### config.mk
export PLATFORM = sky130hd
export DESIGN_NAME = fetch_decode_pipe
export DESIGN_NICKNAME = d
export VERILOG_FILES = /design/src/rtl/fetch_decode_pipe.sv
export SDC_FILE = /design/constraint.sdc
export NUM_CORES = 1
export LEC_CHECK = 0
export ABC_AREA = 1
export CAP_MARGIN = 20
export CORE_MARGIN = 2
export CORE_UTILIZATION = 51
export CTS_BUF_LIST = sky130_fd_sc_hd__clkbuf_2
export DETAILED_ROUTE_END_ITERATION = 10
export HOLD_SLACK_MARGIN = 0.05
export PLACE_DENSITY = 0.92
export SKIP_CTS_REPAIR_TIMING = 1
export SLEW_MARGIN = 10
export SYNTH_ARGS = -nofsm -noshare
export SYNTH_HDL_FRONTEND = slang
export SYNTH_SLANG_ARGS = --single-unit
### constraint.sdc
create_clock -name clk -period 8.34 [get_ports clk]
set_clock_uncertainty 0.15 [all_clocks]
set_input_delay 2.502 -clock clk [delete_from_list [all_inputs] [get_ports clk]]
set_output_delay 2.502 -clock clk [all_outputs]
set_load 0.03 [all_outputs]
### src/rtl/fetch_decode_pipe.sv
// Two-stage RV32I-subset front end: PC/fetch, IF/ID register, decode into ID/EX register.
// Latency: instruction at imem_addr=p appears on the ID/EX outputs two rising edges later.
// stall holds PC and IF/ID and bubbles ID/EX; redirect (wins over stall) reloads PC and flushes both stages.
module fetch_decode_pipe #(
  parameter int ADDRESS_WIDTH = 5,
  parameter int DATA_WIDTH    = 32,
  parameter int ALU_CTRL_W    = 3,
  parameter logic [DATA_WIDTH-1:0] PC_RESET = '0
) (
  input  logic                     clk,
  input  logic                     rst,
  input  logic                     stall,
  input  logic                     redirect,
  input  logic [DATA_WIDTH-1:0]    redirect_pc,
  output logic [DATA_WIDTH-1:0]    imem_addr,
  input  logic [DATA_WIDTH-1:0]    imem_rdata,
  output logic                     id_valid,
  output logic                     RegWrite,
  output logic [ALU_CTRL_W-1:0]    ALUctrl,
  output logic                     ALUsrc,
  output logic                     MemWrite,
  output logic [1:0]               ResultSrc,
  output logic                     Branch,
  output logic                     Jump,
  output logic [2:0]               funct3,
  output logic [ADDRESS_WIDTH-1:0] rs1,
  output logic [ADDRESS_WIDTH-1:0] rs2,
  output logic [ADDRESS_WIDTH-1:0] rd,
  output logic [DATA_WIDTH-1:0]    ImmOp,
  output logic [DATA_WIDTH-1:0]    id_pc,
  output logic                     illegal
);

  localparam logic [6:0] OP_R      = 7'b0110011;
  localparam logic [6:0] OP_I_ALU  = 7'b0010011;
  localparam logic [6:0] OP_LOAD   = 7'b0000011;
  localparam logic [6:0] OP_STORE  = 7'b0100011;
  localparam logic [6:0] OP_BRANCH = 7'b1100011;
  localparam logic [6:0] OP_LUI    = 7'b0110111;
  localparam logic [6:0] OP_JAL    = 7'b1101111;
  localparam logic [6:0] OP_JALR   = 7'b1100111;

  localparam logic [ALU_CTRL_W-1:0] ALU_ADD = ALU_CTRL_W'(0);
  localparam logic [ALU_CTRL_W-1:0] ALU_SUB = ALU_CTRL_W'(1);
  localparam logic [ALU_CTRL_W-1:0] ALU_AND = ALU_CTRL_W'(2);
  localparam logic [ALU_CTRL_W-1:0] ALU_OR  = ALU_CTRL_W'(3);
  localparam logic [ALU_CTRL_W-1:0] ALU_XOR = ALU_CTRL_W'(4);
  localparam logic [ALU_CTRL_W-1:0] ALU_SLT = ALU_CTRL_W'(5);
  localparam logic [ALU_CTRL_W-1:0] ALU_SLL = ALU_CTRL_W'(6);
  localparam logic [ALU_CTRL_W-1:0] ALU_SRL = ALU_CTRL_W'(7);

  // Shared funct3 -> ALU op table; sltu folds onto slt and sra onto srl.
  function automatic logic [ALU_CTRL_W-1:0] alu_sel(input logic [2:0] f3);
    case (f3)
      3'b000:  alu_sel = ALU_ADD;
      3'b001:  alu_sel = ALU_SLL;
      3'b010:  alu_sel = ALU_SLT;
      3'b011:  alu_sel = ALU_SLT;
      3'b100:  alu_sel = ALU_XOR;
      3'b101:  alu_sel = ALU_SRL;
      3'b110:  alu_sel = ALU_OR;
      default: alu_sel = ALU_AND;
    endcase
  endfunction

  logic [DATA_WIDTH-1:0] pc;
  logic [DATA_WIDTH-1:0] ifid_instr;
  logic [DATA_WIDTH-1:0] ifid_pc;
  logic                  ifid_valid;

  assign imem_addr = pc;

  // PC: redirect target (word aligned) beats stall; otherwise advance by one word.
  always_ff @(posedge clk or posedge rst) begin
    if (rst) begin
      pc <= PC_RESET;
    end else if (redirect) begin
      pc <= redirect_pc & ~DATA_WIDTH'(3);
    end else if (!stall) begin
      pc <= pc + DATA_WIDTH'(4);
    end
  end

  // IF/ID: capture fetched word; a redirect kills the slot, a stall freezes it.
  always_ff @(posedge clk or posedge rst) begin
    if (rst) begin
      ifid_instr <= '0;
      ifid_pc    <= '0;
      ifid_valid <= 1'b0;
    end else if (redirect) begin
      ifid_valid <= 1'b0;
    end else if (!stall) begin
      ifid_instr <= imem_rdata;
      ifid_pc    <= pc;
      ifid_valid <= 1'b1;
    end
  end

  logic [6:0]               opcode;
  logic                     d_legal;
  logic                     d_regwrite;
  logic [ALU_CTRL_W-1:0]    d_aluctrl;
  logic                     d_alusrc;
  logic                     d_memwrite;
  logic [1:0]               d_resultsrc;
  logic                     d_branch;
  logic                     d_jump;
  logic [ADDRESS_WIDTH-1:0] d_rs1;
  logic [DATA_WIDTH-1:0]    d_imm;
  logic [DATA_WIDTH-1:0]    imm_i, imm_s, imm_b, imm_u, imm_j;

  assign opcode = ifid_instr[6:0];
  assign imm_i  = {{(DATA_WIDTH-12){ifid_instr[31]}}, ifid_instr[31:20]};
  assign imm_s  = {{(DATA_WIDTH-12){ifid_instr[31]}}, ifid_instr[31:25], ifid_instr[11:7]};
  assign imm_b  = {{(DATA_WIDTH-13){ifid_instr[31]}}, ifid_instr[31], ifid_instr[7],
                   ifid_instr[30:25], ifid_instr[11:8], 1'b0};
  assign imm_u  = {{(DATA_WIDTH-32){ifid_instr[31]}}, ifid_instr[31:12], 12'b0};
  assign imm_j  = {{(DATA_WIDTH-21){ifid_instr[31]}}, ifid_instr[31], ifid_instr[19:12],
                   ifid_instr[20], ifid_instr[30:21], 1'b0};

  // Decode the IF/ID word into execute controls and the selected immediate.
  always_comb begin
    d_legal     = 1'b1;
    d_regwrite  = 1'b0;
    d_aluctrl   = ALU_ADD;
    d_alusrc    = 1'b0;
    d_memwrite  = 1'b0;
    d_resultsrc = 2'b00;
    d_branch    = 1'b0;
    d_jump      = 1'b0;
    d_rs1       = ADDRESS_WIDTH'(ifid_instr[19:15]);
    d_imm       = '0;
    case (opcode)
      OP_R: begin
        d_regwrite = 1'b1;
        d_aluctrl  = (ifid_instr[14:12] == 3'b000 && ifid_instr[30]) ? ALU_SUB
                                                                    : alu_sel(ifid_instr[14:12]);
      end
      OP_I_ALU: begin
        d_regwrite = 1'b1;
        d_alusrc   = 1'b1;
        d_aluctrl  = alu_sel(ifid_instr[14:12]);
        d_imm      = imm_i;
      end
      OP_LOAD: begin
        d_regwrite  = 1'b1;
        d_alusrc    = 1'b1;
        d_resultsrc = 2'b01;
        d_imm       = imm_i;
      end
      OP_STORE: begin
        d_memwrite = 1'b1;
        d_alusrc   = 1'b1;
        d_imm      = imm_s;
      end
      OP_BRANCH: begin
        d_branch  = 1'b1;
        d_aluctrl = ALU_SUB;
        d_imm     = imm_b;
      end
      OP_LUI: begin
        d_regwrite = 1'b1;
        d_alusrc   = 1'b1;
        d_rs1      = '0;
        d_imm      = imm_u;
      end
      OP_JAL: begin
        d_regwrite  = 1'b1;
        d_jump      = 1'b1;
        d_resultsrc = 2'b10;
        d_imm       = imm_j;
      end
      OP_JALR: begin
        d_regwrite  = 1'b1;
        d_jump      = 1'b1;
        d_alusrc    = 1'b1;
        d_resultsrc = 2'b10;
        d_imm       = imm_i;
      end
      default: d_legal = 1'b0;
    endcase
  end

  logic advance;
  assign advance = ifid_valid && !stall && !redirect;

  // ID/EX: load decoded instruction, or an all-zero bubble; illegal pulses only when the slot would have advanced.
  always_ff @(posedge clk or posedge rst) begin
    if (rst) begin
      id_valid  <= 1'b0;
      RegWrite  <= 1'b0;
      ALUctrl   <= '0;
      ALUsrc    <= 1'b0;
      MemWrite  <= 1'b0;
      ResultSrc <= 2'b00;
      Branch    <= 1'b0;
      Jump      <= 1'b0;
      funct3    <= 3'b000;
      rs1       <= '0;
      rs2       <= '0;
      rd        <= '0;
      ImmOp     <= '0;
      id_pc     <= '0;
      illegal   <= 1'b0;
    end else if (advance && d_legal) begin
      id_valid  <= 1'b1;
      RegWrite  <= d_regwrite;
      ALUctrl   <= d_aluctrl;
      ALUsrc    <= d_alusrc;
      MemWrite  <= d_memwrite;
      ResultSrc <= d_resultsrc;
      Branch    <= d_branch;
      Jump      <= d_jump;
      funct3    <= ifid_instr[14:12];
      rs1       <= d_rs1;
      rs2       <= ADDRESS_WIDTH'(ifid_instr[24:20]);
      rd        <= ADDRESS_WIDTH'(ifid_instr[11:7]);
      ImmOp     <= d_imm;
      id_pc     <= ifid_pc;
      illegal   <= 1'b0;
    end else begin
      id_valid  <= 1'b0;
      RegWrite  <= 1'b0;
      ALUctrl   <= '0;
      ALUsrc    <= 1'b0;
      MemWrite  <= 1'b0;
      ResultSrc <= 2'b00;
      Branch    <= 1'b0;
      Jump      <= 1'b0;
      funct3    <= 3'b000;
      rs1       <= '0;
      rs2       <= '0;
      rd        <= '0;
      ImmOp     <= '0;
      id_pc     <= '0;
      illegal   <= advance && !d_legal;
    end
  end

endmodule

==> flow_metrics.py, run 1 <==
metrics = {
    "clock_network": {
        "clock_path_buffers": 2,
        "cts.sinks": 185,
        "cts_made_buffers": 17,
        "cts_tree": "yes",
        "clk_latency_ps": 770,
        "root_buffer": "clkbuf_2",
        "ctsHtreeMaxLevel": 4,
        "path_clk_slew_ps": 280,
    },
    "drt": {
        "drtIter0Drc": 433,
        "wl_mm": 20.2,
        "ant_nets": 0,
        "drc": 0,
        "dr.pass1.iters": 6,
        "viasPerCell": 5.30,
        "dr_total_vias": 6832,
        "routedWlPerCell_um": 15.7,
    },
    "placed_design": {
        "io_buffer_count": 187,
        "place.gp.congestion": 0.895,
        "dpl-instance-area_um2": 9790,
        "dp.final_hpwl_mm": 13.9,
    },
    "die": {
        "design.core.area_um2": 15100,
        "die_x_um": 128,
        "dieArea_um2": 16300,
        "ios": 194,
        "num_rows": 45,
        "die_y_um": 128,
        "start_util_pct": 51.8,
    },
    "pwr": {
        "power_density_nw_per_um2": 180,
        "power.leakage_nw": 4.80,
        "max-vdd-ir-drop_v": 0.000152,
    },
    "sta": {
        "rsz0062_at_grt": "no",
        "hold_viol_final": 0,
        "finalSetupViolCount": 0,
        "slew_violations": 0,
        "relSlewSlack_pct": 31.9,
        "worst_pin_slew_ps": 1020,
        "tns_ps": 0,
        "fin_crit_ps": 4750,
        "min_period_over_period_pct": 56.9,
        "fmax_mhz": 211,
    },
    "setup_path": {
        "cp.arrival_ps": 5290,
        "worstPathRequired_ps": 8880,
        "r2r-start": "ifid_instr[4]$_DFFE_PP0P_",
        "crit_fanout": 62,
        "worst-r2r-setup-slack_ps": 5110,
        "startpoint": "redirect",
        "path_class": "in -> reg",
        "r2r_cells": 8,
        "timing.rr.end": "ImmOp[28]$_DFF_PP0_",
        "worstSetupStartpointType": "input port",
        "crit_end": "ImmOp[28]$_DFF_PP0_",
        "end_kind": "flop",
    },
    "logic_synthesis": {
        "syn-cell-area_um2": 7820,
        "yosys.area.top_type": "dfrtp_1",
        "ys_ff_latch": 185,
        "postSynthCellCount": 912,
        "ys_types": 34,
        "muxShareOfSynthArea_pct": 0,
        "ys_seq_area_share_pct": 59.2,
        "avgSynthCellArea_um2": 8.58,
        "synthAdderAreaFrac_pct": 0.160,
        "synth.area.top_cells": "dfrtp_1 59%, nand2_1 9.2%, nor2_1 8.7%",
        "yosysWarnings": 0,
        "synth_xor_xnor_area_share_pct": 0.224,
        "synth_top_family_by_area": "simple AND/OR/NAND/NOR gates",
        "synth_compound_area_share_pct": 7.96,
        "synth.top_cell.area_share_pct": 59.2,
        "yosys.area_share.simple_pct": 24.5,
    },
    "global_routing": {
        "grt_use_total_pct": 25.5,
        "grt_max_degree": 116,
        "antenna_found_initial": 0,
        "grt_pass1_wl_mm": 32.7,
        "grt_overflow": 0,
        "grt_pass1_vias": 6698,
    },
    "job": {
        "cap_violations": 0,
    },
    "cells_and_area": {
        "postLayoutCellArea_um2": 10100,
        "fillers": 1154,
        "num_antenna_cells": 0,
        "fin_nets": 1158,
        "area_growth_pct": 29.4,
        "drive_above_1_share_pct": 5.35,
    },
    "worst_hold_path": {
        "hold_class": "reg -> reg",
        "hp-start": "ifid_pc[10]$_DFFE_PP0P_",
    },
    "outcome": {
        "status": "finished clean",
    },
}
[per-stage QoR]
stage          util (%)  total power, W  cells  setup WS, ps  hold slack, ps
2_1_floorplan         -         0.00117    915           659             300
3_3_place_gp       64.9         0.00128   1257          2920             318
3_5_place_dp       64.9         0.00129   1257          2850             328
4_1_cts            66.9         0.00183   1289          3580             343
5_1_grt            67.1         0.00191   1290          3490             359
6_report           67.1         0.00182   1290          3590             335
[Yosys cell counts (all sizes together)]
cell     instances
a21oi           35
a22o             3
a31oi            1
buf             21
clkbuf          17
conb             1
dfrtp          185
ha               1
inv            113
nand2          195
nand3           54
nand3b           5
nand4           17
nor2           188
nor3             2
nor3b            1
o2111ai          3
o211ai           5
o21ai           57
o21bai           4
o311ai           2
xnor2            1
xor2             1
[worst max-delay path, cell delays in order]
cell and delay [ps]:
clkdlybuf4s50_1 390, buf_4 260, nor2_4 150, buf_4 520, nand2_1 320, o21bai_4 510
buf_4 420, nor2_1 180
[report_power, final]
group / leakage, nW / total (W) / switching (W) / internal [W]
sequential: 2.41 / 0.00101 / 0.0000503 / 0.000957
clock: 0.181 / 0.000544 / 0.000313 / 0.000232
combinational: 2.21 / 0.000271 / 0.000169 / 0.000102
total: 4.80 / 0.00182 / 0.000532 / 0.00129
[cells by family (layout without fill, tap and decap cells)]
family | after synthesis | count (layout)
AO/OA/AOI/OAI | 110 | 110
XOR/XNOR | 2 | 2
adder cells (fa/ha/maj) | 1 | 1
buffers and inverters | 151 | 338
flip-flops | 185 | 185
other | 1 | 4
AND/OR/NAND/NOR | 462 | 462
[cell usage in the layout (no fill, tap or decap), types with 3 or more instances in the layout]
cell | synthesis | layout
nand3_1 | 52 | 52
clkbuf_2 | 0 | 18
inv_2 | 4 | 5
inv_1 | 109 | 107
nor2_4 | 2 | 3
o211ai_1 | 5 | 5
o2111ai_1 | 3 | 3
clkdlybuf4s50_1 | 0 | 187
nand2_1 | 191 | 191
a21oi_1 | 35 | 35
nand3b_1 | 5 | 5
nor2_1 | 182 | 181
dfrtp_1 | 185 | 185
nand4_1 | 17 | 17
clkinv_4 | 0 | 3
nor2_2 | 4 | 4
nand2_2 | 4 | 4
inv_6 | 0 | 4
o21ai_0 | 56 | 56
buf_4 | 6 | 5
bufinv_16 | 0 | 5
a22o_1 | 3 | 3
conb_1 | 1 | 4
[worst min path at each step]
stage                                        end  slack [ps]  depth (start not counted)
after global routing         id_pc[22]$_DFF_PP0_         360                          2
final                        id_pc[10]$_DFF_PP0_         340                          2
after floorplan           ifid_valid$_DFFE_PP0N_         300                          2
after CTS                    id_pc[22]$_DFF_PP0_         340                          2
after global placement        id_pc[9]$_DFF_PP0_         320                          2
after detailed placement     id_pc[16]$_DFF_PP0_         330                          2
[state kept, by name, summed over array words and instances, names as in the netlist]
register / cells
ImmOp: 32
ifid_instr: 32
id_pc: 30
ifid_pc: 30
imem_addr: 30
rd: 5
rs1: 5
rs2: 5
ALUctrl: 3
funct3: 3
ResultSrc: 2
ALUsrc: 1
Branch: 1
Jump: 1
MemWrite: 1
RegWrite: 1
id_valid: 1
ifid_valid: 1
illegal: 1
[routing by layer]
metal	GRT usage [%]	vias up	wire length (um)	share of wire, %
met5	0	-	0	0
met4	9.76	0	510	2.5
met3	7.72	45	1570	7.8
met2	43.0	283	10100	50
met1	30.9	3307	8060	40
li1	-	3197	-	-
[area by class of cell]
| class | count | area (um^2) | share of cell area [%] |
|---|---|---|---|
| sequential | 185 | 4630 | 45.7 |
| timing repair buffer | 193 | 1940 | 19.1 |
| clock buffer | 18 | 90.1 | 0.890 |
| tap | 188 | 235 | 2.32 |
| inverter | 113 | 429 | 4.24 |
| multi-input combinational | 579 | 2590 | 25.6 |
| clock inverter | 14 | 216 | 2.14 |
Power figures use the tool's default switching activity.
==> inputs of run 2 (changes only) <==
--- a/config.mk
+++ b/config.mk
@@ -8,11 +8,11 @@
 export ABC_AREA = 1
 export CAP_MARGIN = 20
 export CORE_MARGIN = 2
-export CORE_UTILIZATION = 51
+export CORE_UTILIZATION = 46
 export CTS_BUF_LIST = sky130_fd_sc_hd__clkbuf_2
 export DETAILED_ROUTE_END_ITERATION = 10
 export HOLD_SLACK_MARGIN = 0.05
-export PLACE_DENSITY = 0.92
+export PLACE_DENSITY = 0.88
 export SKIP_CTS_REPAIR_TIMING = 1
 export SLEW_MARGIN = 10
 export SYNTH_ARGS = -nofsm -noshare
==> constraint.sdc (replaced) <==
create_clock -name clk -period 4.1 [get_ports clk]
set_clock_uncertainty 0.15 [all_clocks]
set_input_delay 1.23 -clock clk [delete_from_list [all_inputs] [get_ports clk]]
set_output_delay 1.23 -clock clk [all_outputs]
set_load 0.03 [all_outputs]
==> flow_metrics.py, run 2 (synthesis gave the netlist of run 1 again) <==
metrics = {
    "setup_path": {
        "critPathBufInv": 1,
        "crit_fanout": 6,
        "worst-path-stages": 1,
        "crit_chain": "clkdlybuf4s50_1",
        "end_kind": "output pin",
        "crit_end": "imem_addr[23]",
        "startpoint": "imem_addr[23]$_DFFE_PP0N_",
        "worst-r2r-setup-slack_ps": 1440,
        "slowest_delay_ps": 730,
        "cp.arrival_ps": 2020,
        "timing.rr.end": "ImmOp[25]$_DFF_PP0_",
        "path_class": "reg -> out",
        "crit_slowest_cell": "clkdlybuf4s50_1",
        "worstPathRequired_ps": 2720,
        "path_delay_family": "buffers and inverters",
        "r2r_cells": 8,
        "r2r-start": "ifid_instr[4]$_DFFE_PP0P_",
        "worstSetupStartpointType": "flop",
    },
    "die": {
        "die_y_um": 134,
        "design.core.area_um2": 16600,
        "num_rows": 47,
        "die_x_um": 134,
        "ios": 194,
        "start_util_pct": 47.2,
        "dieArea_um2": 18100,
    },
    "placed_design": {
        "dp.cells": 1295,
        "dpl-instance-area_um2": 9940,
        "place.gp.congestion": 0.863,
        "dp.final_hpwl_mm": 14.1,
        "io_buffer_count": 187,
    },
    "drt": {
        "drc": 0,
        "dr_total_vias": 6701,
        "ant_nets": 0,
        "drtIter0Drc": 441,
        "wl_mm": 20.2,
        "dr.pass1.iters": 5,
        "viasPerCell": 5.05,
        "routedWlPerCell_um": 15.2,
    },
    "clock_network": {
        "cts.sinks": 185,
        "cts_tree": "yes",
        "clock_path_buffers": 2,
        "ctsHtreeMaxLevel": 4,
        "clk_latency_ps": 730,
        "cts_made_buffers": 17,
        "path_clk_slew_ps": 280,
        "root_buffer": "clkbuf_2",
    },
    "job": {
        "cap_violations": 0,
    },
    "cells_and_area": {
        "layout_commonest_cell": "nand2_1",
        "layout_common_cells": "191 x nand2_1, 187 x clkdlybuf4s50_1, 185 x dfrtp_1, 181 x nor2_1, 107 x inv_1",
        "num_antenna_cells": 0,
        "final_cells": 1327,
        "drive_above_1_share_pct": 5.87,
        "reg.largest.list": "ImmOp (32), ifid_instr (32)",
        "postLayoutCellArea_um2": 10200,
        "fin_nets": 1164,
        "area_growth_pct": 30.3,
    },
    "global_routing": {
        "antenna_found_initial": 0,
        "grt_use_total_pct": 22.8,
        "grt_max_degree": 101,
        "grt_pass1_vias": 6711,
        "grt_pass1_wl_mm": 32.6,
        "grt_overflow": 0,
    },
    "sta": {
        "min_period_over_period_pct": 83.0,
        "tns_ps": 0,
        "finalSetupViolCount": 0,
        "slew_violations": 0,
        "fmax_mhz": 294,
        "rsz0062_at_grt": "no",
        "hold_viol_final": 0,
        "fin_hold_ws_ps": 355,
        "relSlewSlack_pct": 41.6,
        "worst_pin_slew_ps": 876,
        "fin_crit_ps": 3400,
    },
    "pwr": {
        "power_density_nw_per_um2": 347,
        "power.total_w": 0.00354,
        "max-vdd-ir-drop_v": 0.000221,
        "power.leakage_nw": 4.80,
    },
    "worst_hold_path": {
        "hold_class": "reg -> reg",
    },
    "outcome": {
        "status": "finished clean",
    },
}
-- run 2: cell count changes in the layout (fill, tap and decap cells not counted), sizes merged --
cell,previous run,this run
buf,6,12
clkinv,6,5
clkinvlp,0,3
bufinv,5,2
-- run 2: power breakdown --
group          switching, W  internal (W)  leakage (nW)
sequential         0.000102       0.00195          2.41
combinational      0.000349      0.000216          2.25
clock              0.000641      0.000288         0.143
-- run 2: cell type report --
| class | count | area (um^2) |
|---|---|---|
| clock buffers | 18 | 90.1 |
| clock inverters | 13 | 145 |
| fillers | 1361 | 6390 |
| inverters | 113 | 428 |
| multi-input cells | 579 | 2590 |
| flip-flops and latches | 185 | 4630 |
| well taps | 220 | 275 |
| repair buffers | 199 | 2040 |
-- run 2: tightest hold or removal path, stage by stage (launching register included) --
cell and delay [ps]:
dfrtp_1 420, inv_1 70, nor2_1 50
-- run 2: how the worst min path moves through the flow --
stage	startpoint	endpoint	cells past startpoint
2_1_floorplan	ifid_valid$_DFFE_PP0N_	ifid_valid$_DFFE_PP0N_	2
3_3_place_gp	ifid_valid$_DFFE_PP0N_	ifid_valid$_DFFE_PP0N_	2
3_5_place_dp	ifid_pc[16]$_DFFE_PP0P_	id_pc[16]$_DFF_PP0_	2
4_1_cts	ifid_pc[13]$_DFFE_PP0P_	id_pc[13]$_DFF_PP0_	2
5_1_grt	ifid_pc[13]$_DFFE_PP0P_	id_pc[13]$_DFF_PP0_	2
6_report	ifid_pc[13]$_DFFE_PP0P_	id_pc[13]$_DFF_PP0_	2
-- run 2: stage by stage --
step	utilization [%]	setup WS [ps]
2_1_floorplan	-	341
3_3_place_gp	59.9	652
3_5_place_dp	59.9	599
4_1_cts	61.4	638
5_1_grt	61.5	568
6_report	61.5	695
-- run 2: layer usage --
metal  global-route usage (%)  part of all wire [%]  up-vias
met5                        0                     0        -
met4                     8.07                   1.9        0
met3                     6.01                   8.6       33
met2                     38.5                    49      323
met1                     28.3                    40     3136
li1                         -                     -     3209
==> inputs of run 3 (changes only) <==
--- a/config.mk
+++ b/config.mk
@@ -8,11 +8,11 @@
 export ABC_AREA = 1
 export CAP_MARGIN = 20
 export CORE_MARGIN = 2
-export CORE_UTILIZATION = 46
+export CORE_UTILIZATION = 51
 export CTS_BUF_LIST = sky130_fd_sc_hd__clkbuf_2
 export DETAILED_ROUTE_END_ITERATION = 10
 export HOLD_SLACK_MARGIN = 0.05
-export PLACE_DENSITY = 0.88
+export PLACE_DENSITY = 0.92
 export SKIP_CTS_REPAIR_TIMING = 1
 export SLEW_MARGIN = 10
 export SYNTH_ARGS = -nofsm -noshare
==> constraint.sdc (replaced) <==
create_clock -name clk -period 3.55 [get_ports clk]
set_clock_uncertainty 0.15 [all_clocks]
set_input_delay 1.065 -clock clk [delete_from_list [all_inputs] [get_ports clk]]
set_output_delay 1.065 -clock clk [all_outputs]
set_load 0.03 [all_outputs]
==> flow_metrics.py, run 3 (synthesis gave the netlist of run 1 again) <==
metrics = {
    "drt": {
        "wl_mm": 20.5,
        "drc": 0,
        "viasPerCell": 5.38,
        "drtIter0Drc": 670,
        "ant_nets": 0,
        "routedWlPerCell_um": 15.9,
        "dr_total_vias": 6972,
        "dr.pass1.iters": 5,
    },
    "sta": {
        "slew_violations": 0,
        "min_period_over_period_pct": 92.3,
        "fin_crit_ps": 3280,
        "fmax_mhz": 305,
        "fin_hold_ws_ps": 362,
        "worst_slack_ps": 272,
        "relSlewSlack_pct": 44.6,
        "rsz0062_at_grt": "no",
        "worst_pin_slew_ps": 829,
        "hold_viol_final": 0,
        "finalSetupViolCount": 0,
    },
    "pwr": {
        "p_sw_share_pct": 30.2,
        "power.leakage_nw": 4.82,
        "p_sw_w": 0.00128,
        "comb_power_share_pct": 15.2,
        "power.internal_w": 0.00297,
        "p_seq_share_pct": 55.6,
        "p_clk_share_pct": 29.2,
        "max-vdd-ir-drop_v": 0.000237,
        "power_density_nw_per_um2": 417,
        "power.total_w": 0.00426,
    },
    "setup_path": {
        "worstPathRequired_ps": 2330,
        "crit_chain": "clkdlybuf4s50_1",
        "crit_slowest_cell": "clkdlybuf4s50_1",
        "path_class": "reg -> out",
        "cp.arrival_ps": 2060,
        "worstSetupStartpointType": "flop",
        "path_delay_family": "buffers and inverters",
        "crit_fanout": 7,
        "critPathBufInv": 1,
        "slowest_delay_ps": 720,
        "end_kind": "output pin",
    },
    "placed_design": {
        "place_ws_ps": 521,
        "place.gp.congestion": 0.900,
        "dpl-instance-area_um2": 9890,
        "dp.final_hpwl_mm": 14.6,
        "io_buffer_count": 187,
    },
    "clock_network": {
        "cts_tree": "yes",
        "clk_latency_ps": 780,
        "ctsHtreeMaxLevel": 4,
        "cts_made_buffers": 17,
        "cts.sinks": 185,
        "path_clk_slew_ps": 270,
        "clock_path_buffers": 2,
        "root_buffer": "clkbuf_2",
    },
    "die": {
        "dieArea_um2": 16300,
        "design.core.area_um2": 15100,
        "num_rows": 45,
        "start_util_pct": 51.8,
        "ios": 194,
        "die_y_um": 128,
        "die_x_um": 128,
    },
    "cells_and_area": {
        "num_antenna_cells": 0,
        "postLayoutCellArea_um2": 10200,
        "area_growth_pct": 30.4,
        "layout_commonest_cell": "nand2_1",
        "fin_nets": 1164,
        "drive_above_1_share_pct": 5.96,
        "utilization_pct": 67.6,
        "layout_common_cells": "191 x nand2_1, 187 x clkdlybuf4s50_1, 185 x dfrtp_1, 181 x nor2_1, 107 x inv_1",
        "reg.largest.list": "ImmOp (32), ifid_instr (32)",
    },
    "outcome": {
        "status": "finished clean",
    },
    "global_routing": {
        "grt_max_degree": 95,
        "grt_use_total_pct": 25.9,
        "grt_pass1_wl_mm": 33.3,
        "grt_overflow": 0,
        "grt_pass1_vias": 6877,
        "antenna_found_initial": 0,
    },
    "job": {
        "cap_violations": 0,
    },
    "worst_hold_path": {
        "hold_class": "reg -> reg",
    },
}
==> run 3: cell types whose count changed in the layout (fill, tap and decap cells not counted), sizes merged <==
| cell | before | now |
|---|---|---|
| bufinv | 2 | 4 |
| clkinv | 5 | 4 |
| clkinvlp | 3 | 4 |
| clkbuf | 18 | 17 |
==> run 3: layer usage <==
metal	wire, um	share of wire (%)	vias up	GRT usage (%)
met3	1880	9.2	56	6.14
met4	570	2.8	0	10.8
met2	10500	51	371	45.0
met1	7640	37	3334	31.1
met5	0	0	-	0
li1	-	-	3211	-
==> run 3: cell type report <==
class                           instances  area, um^2
Tap cell                              188         235
Sequential cell                       185        4630
Inverter                              113         428
Multi-Input combinational cell        579        2590
Timing Repair Buffer                  199        2010
Fill cell                            1150        4890
Clock buffer                           17        85.1
Clock inverter                         15         219
==> run 3: worst paths after layout <==
kind	cells after the start	slack [ps]	to	from
worst max-delay path	1	270	imem_addr[21]	imem_addr[21]$_DFFE_PP0N_
worst min-delay path	2	360	id_pc[9]$_DFF_PP0_	ifid_pc[9]$_DFFE_PP0P_
worst max register to register	7	810	ImmOp[28]$_DFF_PP0_	ifid_instr[1]$_DFFE_PP0P_
worst min register to register	2	360	id_pc[9]$_DFF_PP0_	ifid_pc[9]$_DFFE_PP0P_
max in group asynchronous	3	2240	ifid_instr[13]$_DFFE_PP0P_	rst
min in group asynchronous	3	570	ifid_pc[2]$_DFFE_PP0P_	rst
==> run 3: metrics by stage <==
| stage | std cells | TNS, ps |
|---|---|---|
| finish | 1296 | 0 |
| global route | 1296 | 0 |
| CTS | 1296 | 0 |
| detailed placement | 1264 | 0 |
| global placement | 1264 | 0 |
| floorplan | 915 | -8050 |
==> run 3: power groups by stage <==
stage / sequential [W] / clock [W] / combinational [W]
CTS: 0.00236 / 0.00126 / 0.000650
detailed placement: 0.00240 / 0 / 0.000644
global route: 0.00238 / 0.00135 / 0.000716
floorplan: 0.00244 / 0 / 0.000316
global placement: 0.00239 / 0 / 0.000621
finish: 0.00237 / 0.00124 / 0.000647
